==> src/rtl/mips32_mem_arbiter_if.sv <==
// Bundle of pipeline-side request/response signals and RAM-side bus for the
// unified memory arbiter. slave = arbiter side, master = pipeline + RAM side.
interface mips32_mem_arbiter_if #(
    parameter int AW = 10,
    parameter int DW = 32
);
    logic          halted;
    logic          if_req;
    logic [AW-1:0] if_addr;
    logic          if_gnt;
    logic          if_rvalid;
    logic [DW-1:0] if_rdata;
    logic          dm_req;
    logic          dm_we;
    logic [AW-1:0] dm_addr;
    logic [DW-1:0] dm_wdata;
    logic          dm_gnt;
    logic          dm_rvalid;
    logic [DW-1:0] dm_rdata;
    logic          mem_en;
    logic          mem_we;
    logic [AW-1:0] mem_addr;
    logic [DW-1:0] mem_wdata;
    logic [DW-1:0] mem_rdata;
    logic          stall;

    // Handshake: a requester holds req and its address/data stable until the
    // cycle gnt=1; that cycle is the transfer. Reads return rvalid/rdata
    // exactly one cycle after gnt. Dropping req before gnt withdraws it.
    modport slave (
        input  halted, if_req, if_addr, dm_req, dm_we, dm_addr, dm_wdata, mem_rdata,
        output if_gnt, if_rvalid, if_rdata, dm_gnt, dm_rvalid, dm_rdata,
        output mem_en, mem_we, mem_addr, mem_wdata, stall
    );

    modport master (
        output halted, if_req, if_addr, dm_req, dm_we, dm_addr, dm_wdata, mem_rdata,
        input  if_gnt, if_rvalid, if_rdata, dm_gnt, dm_rvalid, dm_rdata,
        input  mem_en, mem_we, mem_addr, mem_wdata, stall
    );
endinterface

==> src/rtl/mips32_mem_arbiter.sv <==
// IF/DM arbiter for a single-port synchronous RAM: DM priority with an IF
// starvation guard. Optional grant statistics under MIPS32_ARB_STATS_EN.
module mips32_mem_arbiter #(
    parameter int AW         = 10,
    parameter int DW         = 32,
    parameter int STARVE_MAX = 4
) (
    input  logic                   clk1,
    input  logic                   rst,
    mips32_mem_arbiter_if.slave    bus,
    output logic [1:0]             fsm_state
`ifdef MIPS32_ARB_STATS_EN
    ,
    output logic [15:0]            stat_if_cnt,
    output logic [15:0]            stat_dm_cnt,
    output logic [15:0]            stat_conflict_cnt
`endif
);
    localparam int SW = $clog2(STARVE_MAX + 1);

    typedef enum logic [1:0] {
        IDLE    = 2'd0,
        RESP_IF = 2'd1,
        RESP_DM = 2'd2
    } state_t;

    state_t        state_q, state_d;
    logic [SW-1:0] starve_cnt;
    logic          if_ok;
    logic          force_if;
    logic          if_gnt;
    logic          dm_gnt;

    assign fsm_state = state_q;

    always_comb begin
        if_ok    = bus.if_req & ~bus.halted;
        force_if = if_ok & (starve_cnt == SW'(STARVE_MAX));
        if_gnt   = ~rst & if_ok & (force_if | ~bus.dm_req);
        dm_gnt   = ~rst & bus.dm_req & ~force_if;
        state_d  = IDLE;
        if (if_gnt)
            state_d = RESP_IF;
        else if (dm_gnt & ~bus.dm_we)
            state_d = RESP_DM;
    end

    always_comb begin
        bus.if_gnt    = if_gnt;
        bus.dm_gnt    = dm_gnt;
        bus.mem_en    = if_gnt | dm_gnt;
        bus.mem_we    = dm_gnt & bus.dm_we;
        bus.mem_addr  = '0;
        bus.mem_wdata = '0;
        if (if_gnt)
            bus.mem_addr = bus.if_addr;
        else if (dm_gnt)
            bus.mem_addr = bus.dm_addr;
        if (dm_gnt & bus.dm_we)
            bus.mem_wdata = bus.dm_wdata;
        bus.stall = ~rst & ((if_ok & ~if_gnt) | (bus.dm_req & ~dm_gnt));
        // Responses are gated by rst so a read in flight at reset never surfaces.
        bus.if_rvalid = ~rst & (state_q == RESP_IF);
        bus.dm_rvalid = ~rst & (state_q == RESP_DM);
        bus.if_rdata  = bus.if_rvalid ? bus.mem_rdata : '0;
        bus.dm_rdata  = bus.dm_rvalid ? bus.mem_rdata : '0;
    end

    always_ff @(posedge clk1) begin
        if (rst)
            state_q <= IDLE;
        else
            state_q <= state_d;
    end

    always_ff @(posedge clk1) begin
        if (rst || if_gnt || !bus.if_req || bus.halted)
            starve_cnt <= '0;
        else if (dm_gnt && starve_cnt != SW'(STARVE_MAX))
            starve_cnt <= starve_cnt + 1'b1;
    end

`ifdef MIPS32_ARB_STATS_EN
    logic conflict;
    assign conflict = if_ok & bus.dm_req;

    always_ff @(posedge clk1) begin
        if (rst) begin
            stat_if_cnt       <= '0;
            stat_dm_cnt       <= '0;
            stat_conflict_cnt <= '0;
        end else begin
            if (if_gnt && stat_if_cnt != 16'hFFFF)
                stat_if_cnt <= stat_if_cnt + 16'd1;
            if (dm_gnt && stat_dm_cnt != 16'hFFFF)
                stat_dm_cnt <= stat_dm_cnt + 16'd1;
            if (conflict && stat_conflict_cnt != 16'hFFFF)
                stat_conflict_cnt <= stat_conflict_cnt + 16'd1;
        end
    end
`endif
endmodule

==> src/flat_wrapper.sv <==
// flat-port wrapper written by rule: the top's interface ports become plain ports
module mips32_mem_arbiter_flat 
#(
    parameter int AW         = 10,
    parameter int DW         = 32,
    parameter int STARVE_MAX = 4
)
  (clk1, rst, fsm_state, bus_halted, bus_if_req, bus_if_addr, bus_dm_req, bus_dm_we, bus_dm_addr, bus_dm_wdata, bus_mem_rdata, bus_if_gnt, bus_if_rvalid, bus_if_rdata, bus_dm_gnt, bus_dm_rvalid, bus_dm_rdata, bus_mem_en, bus_mem_we, bus_mem_addr, bus_mem_wdata, bus_stall);
  mips32_mem_arbiter_if #(.AW(AW), .DW(DW)) bus_i ();
  input  logic clk1;
  input  logic rst;
  output logic [1:0] fsm_state;
  input wire logic [$bits(bus_i.halted)-1:0] bus_halted;
  input wire logic [$bits(bus_i.if_req)-1:0] bus_if_req;
  input wire logic [$bits(bus_i.if_addr)-1:0] bus_if_addr;
  input wire logic [$bits(bus_i.dm_req)-1:0] bus_dm_req;
  input wire logic [$bits(bus_i.dm_we)-1:0] bus_dm_we;
  input wire logic [$bits(bus_i.dm_addr)-1:0] bus_dm_addr;
  input wire logic [$bits(bus_i.dm_wdata)-1:0] bus_dm_wdata;
  input wire logic [$bits(bus_i.mem_rdata)-1:0] bus_mem_rdata;
  output wire logic [$bits(bus_i.if_gnt)-1:0] bus_if_gnt;
  output wire logic [$bits(bus_i.if_rvalid)-1:0] bus_if_rvalid;
  output wire logic [$bits(bus_i.if_rdata)-1:0] bus_if_rdata;
  output wire logic [$bits(bus_i.dm_gnt)-1:0] bus_dm_gnt;
  output wire logic [$bits(bus_i.dm_rvalid)-1:0] bus_dm_rvalid;
  output wire logic [$bits(bus_i.dm_rdata)-1:0] bus_dm_rdata;
  output wire logic [$bits(bus_i.mem_en)-1:0] bus_mem_en;
  output wire logic [$bits(bus_i.mem_we)-1:0] bus_mem_we;
  output wire logic [$bits(bus_i.mem_addr)-1:0] bus_mem_addr;
  output wire logic [$bits(bus_i.mem_wdata)-1:0] bus_mem_wdata;
  output wire logic [$bits(bus_i.stall)-1:0] bus_stall;
  assign bus_i.halted = bus_halted;
  assign bus_i.if_req = bus_if_req;
  assign bus_i.if_addr = bus_if_addr;
  assign bus_i.dm_req = bus_dm_req;
  assign bus_i.dm_we = bus_dm_we;
  assign bus_i.dm_addr = bus_dm_addr;
  assign bus_i.dm_wdata = bus_dm_wdata;
  assign bus_i.mem_rdata = bus_mem_rdata;
  assign bus_if_gnt = bus_i.if_gnt;
  assign bus_if_rvalid = bus_i.if_rvalid;
  assign bus_if_rdata = bus_i.if_rdata;
  assign bus_dm_gnt = bus_i.dm_gnt;
  assign bus_dm_rvalid = bus_i.dm_rvalid;
  assign bus_dm_rdata = bus_i.dm_rdata;
  assign bus_mem_en = bus_i.mem_en;
  assign bus_mem_we = bus_i.mem_we;
  assign bus_mem_addr = bus_i.mem_addr;
  assign bus_mem_wdata = bus_i.mem_wdata;
  assign bus_stall = bus_i.stall;
  mips32_mem_arbiter #(.AW(AW), .DW(DW), .STARVE_MAX(STARVE_MAX)) u_core (.clk1(clk1), .rst(rst), .bus(bus_i), .fsm_state(fsm_state));
endmodule
==> config.mk <==
export PLATFORM = sky130hd
export DESIGN_NAME = mips32_mem_arbiter_flat
export DESIGN_NICKNAME = d
export VERILOG_FILES = /design/src/rtl/mips32_mem_arbiter_if.sv /design/src/rtl/mips32_mem_arbiter.sv /design/src/flat_wrapper.sv
export SDC_FILE = /design/constraint.sdc
export NUM_CORES = 1
export LEC_CHECK = 0
export ABC_AREA = 1
export ABC_CLOCK_PERIOD_IN_PS = 4500
export CAP_MARGIN = 25
export CORE_AREA = 2 2 79 81
export DETAILED_ROUTE_END_ITERATION = 8
export DIE_AREA = 0 0 81 83
export GPL_TIMING_DRIVEN = 0
export PLACE_DENSITY = 0.91
export SLEW_MARGIN = 20
export SYNTH_ARGS = -nofsm -noshare
export SYNTH_HDL_FRONTEND = slang
export SYNTH_SLANG_ARGS = --single-unit
==> constraint.sdc <==
create_clock -name clk1 -period 4.5 [get_ports clk1]
set_input_delay 0.675 -clock clk1 [delete_from_list [all_inputs] [get_ports clk1]]
set_output_delay 0.675 -clock clk1 [all_outputs]
set_load 0.01 [all_outputs]
After elaboration in Yosys (flattened, before gate mapping)
Cells that the tools add are included.
- register bits after elaboration: 5
- output and inout port bits: 115
- input bits: 90
- eq/ne operators: 4
- reduce and logical (&&, ||, !) cells: 6
- bitwise operators: 23
- multiplexer cells: 7
- add/sub/neg operators: 1
- operators with widths (kind ; number):
    2-to-1 mux 32 bit ; 3
    2-to-1 mux 10 bit ; 2
    bitwise AND 1 bit ; 13
    NOT 1 bit ; 7
    adder 3 x 1 -> 3 bit, second input constant ; 1
    equality test 3 bit, second input constant ; 1
    logical OR 1 bit ; 3
    inequality test 3 bit, second input constant ; 1
    OR 1 bit ; 3
    equality test 2 x 1 -> 1 bit, second input constant ; 1
    equality test 2 bit, second input constant ; 1
    2-to-1 mux 2 bit ; 1
    OR reduction 2 bit ; 1
    logical AND 1 bit ; 1
    logical NOT 1 bit ; 1
    2-to-1 mux 1 bit ; 1

Longest topological paths before layout
- word-level depth: 9
- gate-level depth with buffers: 10

Least setup slack after synthesis
Ideal clock, no wire load.
- path kind: input to output
- start point: input bus_if_req
- end point: output bus_mem_we
- stages: 8
- arrival time: 1.327 ns
- slack: 2.498 ns
- cell sequence: inv_1 > nor2_2 > nand2_2 > nand2_4 > inv_6 > nand2_8 > buf_12 > inv_2
- longest elaborated chain between the ends: 5
- RTL lines (what ; line ; RTL):
    start, declared ; flat_wrapper.sv:14 ; input wire logic [$bits(bus_i.if_req)-1:0] bus_if_req;
    bitwise AND 1 bit ; mips32_mem_arbiter.sv:37 ; if_ok = bus.if_req & ~bus.halted;
    bitwise AND 1 bit ; mips32_mem_arbiter.sv:38 ; force_if = if_ok & (starve_cnt == SW'(STARVE_MAX));
    NOT 1 bit ; mips32_mem_arbiter.sv:40 ; dm_gnt = ~rst & bus.dm_req & ~force_if;
    bitwise AND 1 bit ; mips32_mem_arbiter.sv:40 ;
    bitwise AND 1 bit ; mips32_mem_arbiter.sv:52 ; bus.mem_we = dm_gnt & bus.dm_we;
    end, declared ; flat_wrapper.sv:28 ; output wire logic [$bits(bus_i.mem_we)-1:0] bus_mem_we;
No other way between the ends.

Final worst setup path
- start point: input rst
- end point: output bus_if_rdata[10]
- longest elaborated chain between the ends: 3
- RTL lines (what ; line ; RTL):
    start, declared ; flat_wrapper.sv:11 ; input logic rst;
    NOT 1 bit ; mips32_mem_arbiter.sv:63 ; bus.if_rvalid = ~rst & (state_q == RESP_IF);
    bitwise AND 1 bit ; mips32_mem_arbiter.sv:63 ;
    2-to-1 mux 32 bit ; mips32_mem_arbiter.sv:65 ; bus.if_rdata = bus.if_rvalid ? bus.mem_rdata : '0;
    end, declared ; flat_wrapper.sv:23 ; output wire logic [$bits(bus_i.if_rdata)-1:0] bus_if_rdata;
No other way between the ends.

==> flow_summary.html <==
<table>
<tr><th>Metric</th><th>Value</th></tr>
<tr><th colspan="2">STA</th></tr>
<tr><td>Worst max-slew margin expressed relative to the limit</td><td>0.8336</td></tr>
<tr><td>Transition at the pin with the smallest max-transition slack</td><td>248.9 ps</td></tr>
<tr><td>Final period utilization</td><td>0.7084</td></tr>
<tr><td>Number of setup violations in the final report</td><td>0</td></tr>
<tr><td>Highest clock frequency the design can meet</td><td>313.7 MHz</td></tr>
<tr><td>Final Max Slew Viols</td><td>0</td></tr>
<tr><td>Summed negative setup slack over all endpoints</td><td>0 ps</td></tr>
<tr><td>Shortest clock period the worst path allows after layout</td><td>3188 ps</td></tr>
<tr><td>Fin. Hold Viols</td><td>0</td></tr>
<tr><td>Setup clock skew after layout</td><td>0.4821 ps</td></tr>
<tr><td>RSZ-0062 raised after global routing</td><td>false</td></tr>
<tr><th colspan="2">Synth</th></tr>
<tr><td>Synthesized Nets</td><td>roughly 350</td></tr>
<tr><td>Per-instance average area after synthesis</td><td>around 5.5 sq um</td></tr>
<tr><td>Post-synthesis sequential area ratio</td><td>0.07143</td></tr>
<tr><td>Cell area after synthesis</td><td>0.001401 sq mm</td></tr>
<tr><td>Instance count of the mapped netlist</td><td>approximately 250</td></tr>
<tr><td>Count of state elements after synthesis</td><td>5</td></tr>
<tr><td>Yosys warnings</td><td>0</td></tr>
<tr><td>Number of distinct library cell variants in the gate-level netlist after synthesis</td><td>18</td></tr>
<tr><th colspan="2">Finish</th></tr>
<tr><td>Synthesis-to-finish area growth</td><td>155.6%</td></tr>
<tr><td>NumNets Final</td><td>555</td></tr>
<tr><td>Number of antenna repair diodes</td><td>0</td></tr>
<tr><td>Most frequent standard cell in the layout excluding fill and tap cells</td><td>clkdlybuf4s50_1</td></tr>
<tr><td>Most frequent cells in the layout</td><td>clkdlybuf4s50_1 (204), inv_1 (77), nor2_1 (72)</td></tr>
<tr><td>Fraction of layout instances using a drive strength above 1</td><td>0.1169</td></tr>
<tr><td>Post-route core utilization</td><td>0.6160</td></tr>
<tr><td>Count of fill cells added during filler insertion</td><td>about 480</td></tr>
<tr><th colspan="2">Power</th></tr>
<tr><td>Comb power frac</td><td>0.618</td></tr>
<tr><td>Switching part of the total power</td><td>0.3066</td></tr>
<tr><td>Clock network power share</td><td>0.244</td></tr>
<tr><td>Largest vdd supply drop</td><td>around 0.000090 V</td></tr>
<tr><td>Portion of total power attributed to sequential cells</td><td>0.138</td></tr>
<tr><td>P_leak</td><td>about 1.7 nW</td></tr>
<tr><td>Reported net switching power</td><td>a little over 0.1 mW</td></tr>
<tr><td>Design Power</td><td>0.3339 mW</td></tr>
<tr><td>Cell internal pwr</td><td>0.2315 mW</td></tr>
<tr><td>Cell Pwr Density</td><td>93.22 mW/mm^2</td></tr>
<tr><th colspan="2">Drt</th></tr>
<tr><td>Drc violations</td><td>0</td></tr>
<tr><td>Vias per cell</td><td>just over 4</td></tr>
<tr><td>Wire length per cell after detailed routing</td><td>11.67 microns</td></tr>
<tr><td>Final ANT Viol Nets</td><td>0</td></tr>
<tr><td>Total iterations of the first detailed-routing run</td><td>4</td></tr>
<tr><td>Wire length after detailed routing</td><td>between 6 and 7 mm</td></tr>
<tr><td>First DRT Iteration DRCs</td><td>51</td></tr>
<tr><td>Via count</td><td>2161</td></tr>
<tr><th colspan="2">Global route</th></tr>
<tr><td>Via count of the first global-routing pass</td><td>2125</td></tr>
<tr><td>Global-route wire length before repair</td><td>approximately 9.5 mm</td></tr>
<tr><td>Global-route usage over all layers</td><td>0.1752</td></tr>
<tr><td>Maximum number of pins on one net before global-route repair</td><td>11</td></tr>
<tr><td>Overflow after GRT</td><td>0</td></tr>
<tr><td>Antenna violations before repair</td><td>0</td></tr>
<tr><th colspan="2">Setup path</th></tr>
<tr><td>CP top delay family</td><td>buffers and inverters</td></tr>
<tr><td>Buffers &amp; Inverters on Critical Path</td><td>4</td></tr>
<tr><td>Top fanout value on the critical path</td><td>10</td></tr>
<tr><td>Critical path's largest stage delay</td><td>between 500 and 600 ps</td></tr>
<tr><td>Most frequent CP cell</td><td>clkdlybuf4s50_1</td></tr>
<tr><td>Worst path required time</td><td>3830 ps</td></tr>
<tr><td>CP Cell Sequence</td><td>clkdlybuf4s50_1, inv_1, nand3_1, buf_2, nor2_1, clkdlybuf4s50_1</td></tr>
<tr><td>Crit end category</td><td>output port</td></tr>
<tr><td>Worst Reg2Reg Path Length in Cells</td><td>7</td></tr>
<tr><td>Slowest CP cell</td><td>clkdlybuf4s50_1</td></tr>
<tr><td>Start-to-end type of the worst setup path</td><td>in -&gt; out</td></tr>
<tr><td>Startpoint class of the critical path</td><td>input port</td></tr>
<tr><td>R2R Path Start</td><td>u_core.starve_cnt[0]</td></tr>
<tr><td>Terminus of the critical flop-to-flop path</td><td>u_core.starve_cnt[2]</td></tr>
<tr><td>Data arrival at the endpoint of the critical path</td><td>between 2000 and 3000 ps</td></tr>
<tr><td>Reg-to-reg setup timing slack</td><td>3320 ps</td></tr>
<tr><th colspan="2">Min path</th></tr>
<tr><td>Hold Path Depth</td><td>2</td></tr>
<tr><td>Worst Hold Launch</td><td>u_core.starve_cnt[0]</td></tr>
<tr><td>Type of the worst min-delay path</td><td>reg -&gt; reg</td></tr>
<tr><td>Endpoint, Worst Hold</td><td>u_core.starve_cnt[0]</td></tr>
<tr><th colspan="2">CTS</th></tr>
<tr><td>CTS H-tree depth</td><td>1</td></tr>
<tr><td>Count of cells resized by post-cts repair</td><td>0</td></tr>
<tr><td>Clock tree from TritonCTS</td><td>yes</td></tr>
<tr><td>Clock Path Buffers</td><td>2</td></tr>
<tr><td>Setup repair bufs after CTS</td><td>0</td></tr>
<tr><td>Clock latency reported for the late side of the worst-skew pair</td><td>220 ps</td></tr>
<tr><td>Count of clock tree sinks</td><td>5</td></tr>
<tr><td>Buffer type at the clock tree root</td><td>clkbuf_8</td></tr>
<tr><td>Number of CTS-inserted buffers</td><td>3</td></tr>
<tr><td>Clock slew seen by the registers of the worst setup and hold paths</td><td>approximately 30 ps</td></tr>
<tr><td>Count of hold buffers inserted by post-cts repair</td><td>0</td></tr>
<tr><th colspan="2">Die</th></tr>
<tr><td>Horizontal die dimension</td><td>~81 microns</td></tr>
<tr><td>Placeable core area</td><td>0.005816 sq mm</td></tr>
<tr><td>Initial cell density of the core</td><td>0.2410</td></tr>
<tr><td>Die boundary height</td><td>about 83 microns</td></tr>
<tr><td>Cell Rows</td><td>28</td></tr>
<tr><td>Die area</td><td>0.006723 sq mm</td></tr>
<tr><td>Number of top-level design ports</td><td>a little over 200</td></tr>
<tr><th colspan="2">Placement</th></tr>
<tr><td>I/O Buffers</td><td>about 200</td></tr>
<tr><td>Routability congestion estimate</td><td>0.7485</td></tr>
<tr><td>Post-detail-place hpwl</td><td>~5.7 mm</td></tr>
<tr><th colspan="2">Run</th></tr>
<tr><td>Count of max-cap constraint violations</td><td>0</td></tr>
<tr><th colspan="2">Run status</th></tr>
<tr><td>Run status</td><td>complete, no violations</td></tr>
</table>
## Yosys cell counts
library cell,count,share of area
dfxtp_1,5,0.071
nand4_1,2,0.0089
nand2_8,1,0.014
inv_6,1,0.0063
buf_4,2,0.011
nor2_2,1,0.0045
nor2_4,30,0.24
buf_2,7,0.025
inv_1,77,0.21
nand2_1,31,0.083
nand2_2,2,0.0089
buf_12,3,0.043
ha_1,2,0.018
nand2_4,1,0.0080
nor2_1,72,0.19
nand3_1,12,0.043
a21oi_1,2,0.0071
inv_2,3,0.0080
## layout make-up
class	instances	area, sq um	area share
inverter	81	309.0	0.08627
buffer	12	110.1	0.03074
timing repair buffer	204	2042	0.5700
clock buffer	4	45.04	0.01257
sequential	5	100.1	0.02794
multi-input combinational	156	882.1	0.2462
tap	75	93.84	0.02620
## state kept, by name, summed over array words and instances, names as in the netlist
| name | count |
|---|---|
| u_core.starve_cnt | 3 |
| u_core.fsm_state | 2 |
## per-stage QoR
stage	instance area (sq um)	hold WS (ps)	setup slack [ps]	instances
2_1_floorplan	1401	458.4	2498	254
4_1_cts	3582	492.4	1288	537
3_5_place_dp	3537	487.1	1289	533
3_3_place_gp	3537	471.2	1325	533
5_1_grt	3582	512.6	1183	537
6_report	3582	486.9	1312	537
## power by group through the flow
| stage | combinational (mW) | clock [mW] | sequential [mW] |
|---|---|---|---|
| after floorplan | 0.0753 | 0 | 0.0469 |
| after global placement | 0.203 | 0 | 0.0467 |
| after detailed placement | 0.207 | 0 | 0.0468 |
| after CTS | 0.208 | 0.0838 | 0.0462 |
| after global routing | 0.222 | 0.0875 | 0.0463 |
| final | 0.206 | 0.0814 | 0.0462 |
## worst min-delay path, delay by kind of cell, from the launching register on
kind | cells | cell delay [ps]
and+or+nand+nor | 1 | 70
DFF | 1 | 310
AOI/OAI and AO/OA | 1 | 50
## per-layer routing
layer,vias to the layer above,part of all wire,GRT usage
met1,923,0.32,0.1556
met3,10,0.10,0.03913
li1,1108,-,-
met5,-,0,0
met4,0,0.018,0.04622
met2,120,0.56,0.3704
## kinds of logic (layout without fill, tap and decap cells)
kind of cell	Yosys count	count (layout)	share of synthesized area
AO/OA/AOI/OAI	2	2	0.007143
adder cells (fa/ha/maj)	2	2	0.01785
buffers and inverters	93	301	0.2991
flip-flops	5	5	0.07143
AND/OR/NAND/NOR	152	152	0.6045
## worst max path at each step
stage                             to       start  cells past startpoint
finish              bus_if_rdata[10]         rst                      6
global route        bus_if_rdata[21]         rst                      6
CTS                 bus_if_rdata[10]         rst                      6
detailed placement  bus_if_rdata[10]         rst                      6
global placement    bus_if_rdata[12]         rst                      6
floorplan                 bus_mem_we  bus_if_req                      8
Note: power is estimated with default switching activity, not from simulation.
